--- src/rtl/y_mux8_feeder_pkg.sv ---
// Shared constants and state encoding for the y_mux8_feeder operand stage.
package y_mux8_feeder_pkg;
   localparam int NWORDS = 8;
   localparam int PTR_W  = 3;

   typedef enum logic [1:0] {
      LOAD = 2'd0,
      SCAN = 2'd1,
      DONE = 2'd2
   } state_t;
endpackage

--- src/rtl/y_mux8_feeder_word_reg.sv ---
// Single SIZE-bit operand holding register with synchronous clear and load enable.
module y_word_reg #(
   parameter int SIZE = 32
) (
   input  logic            clk,
   input  logic            clr,
   input  logic            en,
   input  logic [SIZE-1:0] d,
   output logic [SIZE-1:0] q
);
   logic [SIZE-1:0] q_q;
   logic [SIZE-1:0] q_d;

   // Next value: capture d when enabled, otherwise hold.
   always_comb begin
      q_d = q_q;
      if (en) begin
         q_d = d;
      end
   end

   // Register with clear taking priority over load.
   always_ff @(posedge clk) begin
      if (clr) begin
         q_q <= '0;
      end else begin
         q_q <= q_d;
      end
   end

   assign q = q_q;
endmodule

--- src/rtl/y_mux8_feeder.sv ---
// Operand feeder for yMux8to1: loads eight words serially, then walks the
// mux select through 0..7 one accepted beat at a time, then pulses done.
module y_mux8_feeder
   import y_mux8_feeder_pkg::*;
#(
   parameter int SIZE = 32
) (
   input  logic            clk,
   input  logic            reset,
   input  logic            in_valid,
   output logic            in_ready,
   input  logic [SIZE-1:0] in_data,
   output logic [SIZE-1:0] a0,
   output logic [SIZE-1:0] a1,
   output logic [SIZE-1:0] a2,
   output logic [SIZE-1:0] a3,
   output logic [SIZE-1:0] a4,
   output logic [SIZE-1:0] a5,
   output logic [SIZE-1:0] a6,
   output logic [SIZE-1:0] a7,
   output logic [2:0]      c,
   output logic            sel_valid,
   input  logic            sel_ready,
   output logic            done
);
   state_t             state_q, state_d;
   logic [PTR_W-1:0]   wr_ptr_q, wr_ptr_d;
   logic [PTR_W-1:0]   c_q, c_d;
   logic               load_hs;
   logic [SIZE-1:0]    word_q [NWORDS];

   // All handshake-side outputs decode straight from the state register.
   assign in_ready  = (state_q == LOAD);
   assign sel_valid = (state_q == SCAN);
   assign done      = (state_q == DONE);
   assign c         = c_q;
   assign load_hs   = in_ready && in_valid;

   // One holding register per operand; only the slot at wr_ptr loads.
   for (genvar i = 0; i < NWORDS; i++) begin : g_word
      y_word_reg #(.SIZE(SIZE)) u_word (
         .clk (clk),
         .clr (reset),
         .en  (load_hs && (wr_ptr_q == PTR_W'(i))),
         .d   (in_data),
         .q   (word_q[i])
      );
   end

   assign a0 = word_q[0];
   assign a1 = word_q[1];
   assign a2 = word_q[2];
   assign a3 = word_q[3];
   assign a4 = word_q[4];
   assign a5 = word_q[5];
   assign a6 = word_q[6];
   assign a7 = word_q[7];

   // Next-state, write pointer and select counter.
   always_comb begin
      state_d  = state_q;
      wr_ptr_d = wr_ptr_q;
      c_d      = c_q;
      case (state_q)
         LOAD: begin
            if (in_valid) begin
               wr_ptr_d = wr_ptr_q + 1'b1;
               if (wr_ptr_q == PTR_W'(NWORDS - 1)) begin
                  state_d = SCAN;
                  c_d     = '0;
               end
            end
         end
         SCAN: begin
            if (sel_ready) begin
               if (c_q == PTR_W'(NWORDS - 1)) begin
                  state_d = DONE;
                  c_d     = '0;
               end else begin
                  c_d = c_q + 1'b1;
               end
            end
         end
         DONE: begin
            state_d = LOAD;
         end
         default: begin
            state_d = LOAD;
         end
      endcase
   end

   // Control registers; reset discards any partial load or scan.
   always_ff @(posedge clk) begin
      if (reset) begin
         state_q  <= LOAD;
         wr_ptr_q <= '0;
         c_q      <= '0;
      end else begin
         state_q  <= state_d;
         wr_ptr_q <= wr_ptr_d;
         c_q      <= c_d;
      end
   end
endmodule

--- config.mk ---
export PLATFORM = sky130hd
export DESIGN_NAME = y_mux8_feeder
export DESIGN_NICKNAME = d
export VERILOG_FILES = /design/src/rtl/y_mux8_feeder_pkg.sv /design/src/rtl/y_mux8_feeder_word_reg.sv /design/src/rtl/y_mux8_feeder.sv
export SDC_FILE = /design/constraint.sdc
export NUM_CORES = 1
export LEC_CHECK = 0
export BUFFER_PORTS_ARGS = -buffer_cell sky130_fd_sc_hd__clkbuf_2
export CAP_MARGIN = 5
export CELL_PAD_IN_SITES_DETAIL_PLACEMENT = 0
export CELL_PAD_IN_SITES_GLOBAL_PLACEMENT = 1
export CORE_MARGIN = 2
export CORE_UTILIZATION = 25
export CTS_CLUSTER_SIZE = 25
export DETAILED_ROUTE_END_ITERATION = 10
export GPL_TIMING_DRIVEN = 0
export PLACE_DENSITY = 0.56
export SLEW_MARGIN = 20
export SYNTH_ARGS = -nofsm -noshare
export SYNTH_HDL_FRONTEND = slang
export SYNTH_SLANG_ARGS = --single-unit
--- constraint.sdc ---
create_clock -name clk -period 3.1 [get_ports clk]
set_clock_uncertainty 0.05 [all_clocks]
set_input_delay 0.465 -clock clk [delete_from_list [all_inputs] [get_ports clk]]
set_output_delay 0.465 -clock clk [all_outputs]
set_load 0.005 [all_outputs]
==> results by group <==
Placed design
  • Placement Cell Area: 0.0124 mm^2
  • Routability cong.: 0.771
  • Dpl hpwl: roughly 28000 um
  • PortBufs: 296
  • DP Cell Count: between 1.5k and 2k

Logic synthesis
  • Mean area per synthesized cell: between 10 and 15 um^2
  • Synth top cells by count: dfxtp_1 (264), nand2b_1 (224), mux2i_1 (193)
  • Largest area contributor in the synthesized netlist: dfxtp_1
  • Mapped Area: 0.0102 mm^2
  • Yosys warning count: 0
  • Yosys top cell area share: 51.8%
  • Async SR Flop Fraction: 0%
  • Synth unique cells: 31
  • Syn Nets: 1037
  • Top FF cell, synth: dfxtp_1
  • Number of synthesized flops with an enable pin: 0
  • Register bit total from synthesis: 264
  • Dominant cells by area after synthesis: dfxtp_1 (52%), mux2i_1 (19%), nand2b_1 (14%)
  • Cells after synthesis: just under 1k
  • Sequential fraction of the synthesis area: about half
  • Most frequent cell after synthesis: dfxtp_1

Pwr
  • P_leak: 6.39 nW
  • Worst-case vdd ir drop: 0.000325 V
  • Pwr/cell area: slightly below 600 mW/mm^2

Worst setup path
  • Worst Setup Start Kind: register
  • CP max FO: 10
  • CP max-delay cell: dfxtp_1
  • Setup Crit Path Kind: register to output pin
  • CP Buf/Inv Count: 2
  • Crit-path leading delay family: buffers and inverters
  • Arr. time, crit path: around 1400 ps
  • Worst EP required: 2580 ps
  • Worst setup EP type: output pin
  • Slowest stage delay, CP: approximately 310 ps
  • Critical Path, Cell by Cell: buf_2, nor2b_1, clkbuf_2

Clocking
  • Clock latency on the worst-skew pair: 560 ps
  • Clk root buf: clkbuf_16
  • Clock buffer count from CTS: 31
  • CTS tree: built
  • Post-CTS sizing: 0
  • Worst-path clk slew: ~60 ps
  • H-tree levels: 1
  • Post-CTS Setup Inserts: 0
  • Sink Count: around 260
  • Longest Clk Path Bufs: 3
  • CTS Hold Buffers Added: 0

Layout
  • Layout fillers: 4281
  • Nets@finish: between 1k and 1.5k
  • Fin area: 0.0134 mm^2
  • Post-route insts no fill: ~1.9k
  • Synthesis-to-layout area growth: 31.3%
  • Share of layout cells above drive strength 1: 29.1%

Floorplan
  • # IOs: around 300
  • Starting density of the core: 25.2%
  • Die Y: 206 um
  • Die width: 206 um
  • Die area: roughly 0.042 mm^2
  • Core area: 0.0406 mm^2
  • Core Rows: 74

Route
  • Aggregate routed wire length: around 36000 um
  • Vias: roughly 7.9k
  • DR WL/cell: 19.0 um
  • DRC: 0
  • DR iter-0 viols: 304
  • First-pass DRT Iterations: 4
  • DRT antenna net count: 0
  • Routed vias/inst: 4.20

STA
  • Unrepaired setup endpoints after global routing: false
  • Final hold slack: 118 ps
  • Final period utilization: 61.7%
  • Setup TNS: 0 ps
  • Crit path time final: 1910 ps
  • Final setup viols: 0
  • Hold Fails Final Rpt: 0
  • Fmax: 523 MHz
  • Slew headroom: 59.8%
  • Slew Viols, Final: 0
  • Worst-Margin Slew: 604 ps

Global routing
  • Global-route wire length before repair: 51700 um
  • Global route overflow: 0
  • GRT Total Usage: 16.4%
  • Largest net degree at the start of global routing: 15
  • Initial antenna violation count: 0
  • Vias in the first global route: 7628

Hold path
  • HP Class: input port to register

Status
  • Status: finished clean

Job
  • Max Cap Viol: 0
## worst paths after layout
path                                                         start                                   to  slack (ps)  cells past startpoint
worst min register to register  g_word[3].u_word.q[5]$_SDFFE_PP0P_   g_word[3].u_word.q[5]$_SDFFE_PP0P_         400                      2
worst max-delay path                       state_q[0]$_SDFFE_PP0P_                            sel_valid        1190                      3
worst max register to register            wr_ptr_q[0]$_SDFFE_PP0P_   g_word[3].u_word.q[1]$_SDFFE_PP0P_        1300                      7
worst min-delay path                                   in_data[28]  g_word[3].u_word.q[28]$_SDFFE_PP0P_         120                      3
## per-layer routing
metal,GRT usage (%),vias up,part of all wire (%)
met3,3.28,40,5.2
met5,0,-,0
met1,21.8,3736,45
li1,-,3936,-
met2,27.2,165,48
met4,3.98,0,1.8
## layout make-up
| cell class | count | area, um^2 | share of cell area (%) |
|---|---|---|---|
| tap | 532 | 666 | 4.97 |
| timing repair buffer | 296 | 1480 | 11.1 |
| buffer | 71 | 409 | 3.05 |
| multi-input combinational | 655 | 4500 | 33.6 |
| clock inverter | 4 | 95.1 | 0.709 |
| sequential | 264 | 5290 | 39.4 |
| clock buffer | 49 | 953 | 7.11 |
| antenna | 1 | 2.50 | 0.0187 |
| inverter | 3 | 11.3 | 0.0840 |
## stage by stage
step,util [%],total power [W],setup slack (ps)
after floorplan,-,0.00392,1630
after global placement,30.5,0.00420,715
after detailed placement,30.5,0.00421,732
after CTS,33.0,0.00807,1130
after global routing,33.0,0.00823,1020
final,33.0,0.00791,1190
## state kept, by name, indices dropped and copies added (netlist names)
register         flops
c                    3
g_word.u_word.q    256
state_q              2
wr_ptr_q             3
## report_power, final
part	internal [W]	switching, W	total, W
clock	0.00232	0.00146	0.00379
combinational	0.000242	0.000339	0.000581
sequential	0.00348	0.0000520	0.00354
## placed cells by master, fill, tap and decap left out, types with 11 or more instances in the layout
cell type	n
a21oi_1	68
buf_2	18
buf_4	16
clkbuf_1	36
clkbuf_16	31
clkbuf_2	296
clkbuf_8	11
dfxtp_1	264
mux2i_1	193
nand2_1	129
nand2b_1	224
## logic make-up (layout without fill, tap and decap cells)
group / count (synthesis) / after routing / share of synthesized area, %
multiplexers: 193 / 193 / 18.9
other: 0 / 1 / 0
adder cells (fa/ha/maj): 8 / 8 / 0.981
XOR/XNOR: 1 / 1 / 0.0858
AND/OR/NAND/NOR: 384 / 384 / 20.7
flip-flops: 264 / 264 / 51.8
AO/OA/AOI/OAI: 69 / 69 / 3.41
buffers and inverters: 74 / 423 / 4.12
## tightest hold or removal path: stages
cell and delay, ps:
clkbuf_2 110, nand2_1 60, a21oi_1 50
Power figures use the tool's default switching activity.
